$ cat src/rtl/shift_sequencer.sv
// Sequencer that drives an external 32-bit shifter through LOAD then steps of up to 3 bits.
// Optional feature macro: SHIFT_SEQ_ERR_EN enables the registered illegal-op pulse on err.
module shift_sequencer (
    input  logic        clk,
    input  logic        reset,
    input  logic        start,
    input  logic [1:0]  op,
    input  logic [4:0]  amount,
    input  logic [31:0] d_in,
    input  logic [31:0] sh_q,
    output logic [2:0]  sh_op,
    output logic [1:0]  sh_shamt,
    output logic [31:0] sh_d_in,
    output logic        busy,
    output logic        done,
    output logic [31:0] result,
    output logic        err
);

    typedef enum logic [1:0] {
        IDLE  = 2'd0,
        LOAD  = 2'd1,
        SHIFT = 2'd2,
        DONE  = 2'd3
    } state_t;

    localparam logic [2:0] CMD_NOP  = 3'b000;
    localparam logic [2:0] CMD_LOAD = 3'b001;
    localparam logic [2:0] CMD_LSL  = 3'b010;
    localparam logic [2:0] CMD_LSR  = 3'b011;
    localparam logic [2:0] CMD_ASR  = 3'b100;

    state_t      state_r, state_s;
    logic [4:0]  rem_r, rem_s;
    logic [1:0]  op_r;
    logic [31:0] operand_r;
    logic        done_r;
    logic [31:0] result_r;
    logic        accept_s;
    logic [1:0]  step_s;

    function automatic logic [2:0] map_op(input logic [1:0] o);
        case (o)
            2'b00:   map_op = CMD_LSL;
            2'b01:   map_op = CMD_LSR;
            2'b10:   map_op = CMD_ASR;
            default: map_op = CMD_NOP;
        endcase
    endfunction

    assign accept_s = (state_r == IDLE) && start && (op != 2'b11);
    assign busy     = (state_r != IDLE);
    assign done     = done_r;
    assign result   = result_r;

    // State and remaining-distance registers
    always_ff @(posedge clk or posedge reset) begin
        if (reset) begin
            state_r <= IDLE;
            rem_r   <= 5'd0;
        end else begin
            state_r <= state_s;
            rem_r   <= rem_s;
        end
    end

    // Request capture; only written on an accepted start
    always_ff @(posedge clk or posedge reset) begin
        if (reset) begin
            op_r      <= 2'b00;
            operand_r <= 32'h0000_0000;
        end else if (accept_s) begin
            op_r      <= op;
            operand_r <= d_in;
        end else begin
            op_r      <= op_r;
            operand_r <= operand_r;
        end
    end

    // Next-state and shifter command decode
    always_comb begin
        state_s  = state_r;
        rem_s    = rem_r;
        step_s   = 2'd0;
        sh_op    = CMD_NOP;
        sh_shamt = 2'd0;
        sh_d_in  = 32'h0000_0000;
        case (state_r)
            IDLE: begin
                if (accept_s) begin
                    state_s = LOAD;
                    rem_s   = amount;
                end else begin
                    state_s = IDLE;
                end
            end
            LOAD: begin
                sh_op   = CMD_LOAD;
                sh_d_in = operand_r;
                if (rem_r != 5'd0) begin
                    state_s = SHIFT;
                end else begin
                    state_s = DONE;
                end
            end
            SHIFT: begin
                // Step is clamped to the remaining distance, so rem cannot wrap
                step_s   = (rem_r >= 5'd3) ? 2'd3 : rem_r[1:0];
                sh_op    = map_op(op_r);
                sh_shamt = step_s;
                rem_s    = rem_r - {3'b000, step_s};
                if (rem_s == 5'd0) begin
                    state_s = DONE;
                end else begin
                    state_s = SHIFT;
                end
            end
            DONE: begin
                state_s = IDLE;
            end
            default: begin
                state_s = IDLE;
                rem_s   = 5'd0;
            end
        endcase
    end

    // Completion pulse and result capture from the shifter
    always_ff @(posedge clk or posedge reset) begin
        if (reset) begin
            done_r   <= 1'b0;
            result_r <= 32'h0000_0000;
        end else if (state_r == DONE) begin
            done_r   <= 1'b1;
            result_r <= sh_q;
        end else begin
            done_r   <= 1'b0;
            result_r <= result_r;
        end
    end

`ifdef SHIFT_SEQ_ERR_EN
    logic err_r;

    // One-cycle pulse for an illegal op sampled in IDLE
    always_ff @(posedge clk or posedge reset) begin
        if (reset) begin
            err_r <= 1'b0;
        end else begin
            err_r <= (state_r == IDLE) && start && (op == 2'b11);
        end
    end

    assign err = err_r;
`else
    assign err = 1'b0;
`endif

endmodule

$ cat config.mk
export PLATFORM = sky130hd
export DESIGN_NAME = shift_sequencer
export DESIGN_NICKNAME = d
export VERILOG_FILES = /design/src/rtl/shift_sequencer.sv
export SDC_FILE = /design/constraint.sdc
export NUM_CORES = 1
export LEC_CHECK = 0
export ABC_AREA = 1
export CELL_PAD_IN_SITES_DETAIL_PLACEMENT = 1
export CELL_PAD_IN_SITES_GLOBAL_PLACEMENT = 1
export CORE_UTILIZATION = 31
export DETAILED_ROUTE_END_ITERATION = 10
export PLACE_DENSITY = 0.86
export SLEW_MARGIN = 10
export SYNTH_ARGS = -nofsm -noshare
export SYNTH_HDL_FRONTEND = slang
export SYNTH_SLANG_ARGS = --single-unit
$ cat constraint.sdc
create_clock -name clk -period 3.5 [get_ports clk]
set_clock_uncertainty 0.2 [all_clocks]
set_input_delay 0.7 -clock clk [delete_from_list [all_inputs] [get_ports clk]]
set_output_delay 0.7 -clock clk [all_outputs]
set_load 0.02 [all_outputs]
==> flow_summary.yaml <==
route:
  wl_per_cell_microns: 14.52
  ant_nets: 0
  drt-total-wl_mm: 9.352
  vias_per_cell: 4.449
  drtPass1Iterations: 4
  num_vias: 2865
  drt-initial-drc-count: 61
  drt_drc_violations_left: 0
min_path:
  min_from: "operand_r[23]"
  hold_depth: 2
  hold_path.class: "reg -> reg"
worst_setup_path:
  critical_path_class: "reg -> out"
  cp_data_required_time_ns: 2.60
  startpoint: "state_r[0]"
  rrSetupSlack_ns: 1.35
  cp_slowest_cell: "clkdlybuf4s50_1"
  timing.rr.end: "state_r[0]"
  crit_path_end_kind: "primary output"
  critPathMaxStageDelay_ns: 0.64
  worstPathArrival_ns: 2.41
  cp-endpoint: "sh_shamt[1]"
  path_common_cell: "inv_1"
  rr_worst_depth: 6
  path_cells: "inv_1, ha_1, inv_1, a31oi_1, clkdlybuf4s50_1"
  r2r-start: "state_r[0]"
  worstPathMaxFanout: 11
  worstSetupStartpointType: "flop"
sta:
  drv_slew: 0
  relSlewSlack_pct: 40.25
  period_share_pct: 94.59
  fmax_ghz: 0.3021
  totalNegativeSetupSlack_ns: 0
  holdWs_ns: 0.2807
  worst_pin_slew_ns: 0.8949
  rsz0062_at_grt: "no"
  setup-violations-final: 0
  hold_violations: 0
  post-route-min-period_ns: 3.311
logic_synthesis:
  syn_area_sq_um: 3388
  syn_inst: 360
  synth-main-ff-cell: "dfrtp_1"
  synthesis.nets: 441
  syn_avg_cell_area_sq_um: 9.412
  ys_seq_area_share_pct: 54.65
  synth_edf_count: 0
  synth_warnings: 0
  yosys.cell_types.count: 28
  async_flop_share_pct: 100.0
  ys_ff_latch: 74
floorplan:
  core-area_sq_um: 10460
  die_h_microns: 106.5
  rows: 37
  initial_core_util_pct: 32.38
  num_io_pins: 146
  die_w_microns: 106.5
  die_area_sq_um: 11350
final_layout:
  areaGrowthSynthToFinish_pct: 51.03
  antenna_cells: 0
  nNetsFinal: 584
  n_fill_cell: 1220
  drive_above_1_share_pct: 11.61
grt:
  grt_max_degree: 44
  grt_pass1_vias: 3089
  grt_pass1_wl_mm: 15.24
  grt.total_usage_pct: 17.50
  grt-ovfl-total: 0
  antenna_found_initial: 0
cts:
  cts.sinks: 74
  clk_root_buffer_cell: "clkbuf_8"
  ctsResizeCount: 0
  cts_setup_buffers: 0
  postCtsHoldBufs: 0
  cts.clk_slew.worst_paths_ns: 0.08
  clk_latency_ns: 0.34
  htree_levels: 3
  cts_tree: "yes"
  numCtsBuffers: 9
  cts_buffer_depth: 2
pwr:
  ir_drop_mv: 0.4016
  pwr_density_cell_nw_per_um2: 858.6
  finalPower_mw: 4.394
  p_leak_nw: 2.551
place:
  place.port_buffers: 144
  gp_congestion: 0.7165
  hpwl_mm: 6.967
outcome:
  outcome: "completed"
run:
  drv_cap: 0
## layout make-up
| type | count | area, sq um | share of cell area [%] |
|---|---|---|---|
| well taps | 136 | 170.2 | 3.325 |
| clock buffers | 11 | 151.4 | 2.958 |
| flip-flops and latches | 74 | 1852 | 36.19 |
| clock inverters | 5 | 52.55 | 1.027 |
| multi-input cells | 223 | 1229 | 24.01 |
| inverters | 47 | 178.9 | 3.496 |
| repair buffers | 148 | 1484 | 29.00 |
## cells by family after synthesis
family	Yosys count	share of synthesized area [%]
AO/OA/AOI/OAI	14	2.548
other	1	0.1107
AND/OR/NAND/NOR	169	19.94
flip-flops	74	54.65
adder cells (fa/ha/maj)	7	2.585
buffers and inverters	63	9.084
multiplexers	32	11.08
## worst max-delay path, delay by kind of cell (launching register included)
| kind | cells | cell delay, ns |
|---|---|---|
| buf+inv | 3 | 0.98 |
| fa+ha+maj | 1 | 0.43 |
| flops | 1 | 0.41 |
| compound gates | 1 | 0.24 |
## metal layers
layer	GRT usage (%)	part of all wire, %	vias up
met5	0	0	-
met4	6.849	1.8	0
met3	3.311	5.2	13
met2	31.54	51	91
met1	20.38	42	1381
li1	-	-	1380
## placed cells by master (no fill, tap or decap), types with 2 or more instances in the layout
| cell type | netlist | routed |
|---|---|---|
| clkbuf_8 | 0 | 11 |
| dfrtp_1 | 74 | 74 |
| nor2_1 | 7 | 7 |
| inv_1 | 45 | 44 |
| o22ai_1 | 2 | 2 |
| ha_1 | 7 | 7 |
| mux2_4 | 4 | 4 |
| o21ai_0 | 3 | 3 |
| clkdlybuf4s50_1 | 0 | 144 |
| a31oi_1 | 3 | 3 |
| buf_4 | 2 | 3 |
| mux2_2 | 28 | 28 |
| nand3_1 | 5 | 5 |
| nand2_1 | 151 | 151 |
| clkinv_2 | 0 | 3 |
| inv_2 | 1 | 2 |
| o21ai_1 | 2 | 2 |
## worst min-delay path by stage
stage / end / slack [ns]
floorplan: operand_r[22] / 0.25
global placement: operand_r[29] / 0.26
detailed placement: operand_r[5] / 0.27
CTS: operand_r[5] / 0.29
global route: operand_r[29] / 0.32
finish: operand_r[23] / 0.28
## cells in the mapped netlist (2+ instances only)
cell / count / share of area [%]
nand3_1: 5 / 0.74
ha_1: 7 / 2.6
o21ai_0: 3 / 0.44
mux2_4: 4 / 1.8
a31oi_1: 3 / 0.55
buf_2: 7 / 1.0
mux2_2: 28 / 9.3
o22ai_1: 2 / 0.37
buf_4: 2 / 0.44
dfrtp_1: 74 / 55
nor2_1: 7 / 0.78
o21ai_1: 2 / 0.30
inv_1: 45 / 5.0
nand2_1: 151 / 17
buf_6: 7 / 2.3
## sequential cells by signal, summed over array words and instances (netlist names)
register,flops
rem_r,5
state_r,2
op_r,2
operand_r,32
done,1
result,32
## where the power goes
part           leakage [nW]  switching [mW]  internal, mW
logic                  1.55            1.15          1.04
clock network         0.105           0.316         0.365
registers             0.900           0.242          1.28
## per-stage QoR
step | cell area, sq um | setup WS, ns | util (%) | instances
after global placement | 4913 | 0.6004 | 46.96 | 628
after floorplan | 3388 | 0.7184 | - | 360
after global routing | 5117 | 0.06254 | 48.91 | 644
after CTS | 5117 | 0.1878 | 48.91 | 644
final | 5117 | 0.1893 | 48.91 | 644
after detailed placement | 4913 | 0.6098 | 46.96 | 628
(Power assumes the default switching activity.)
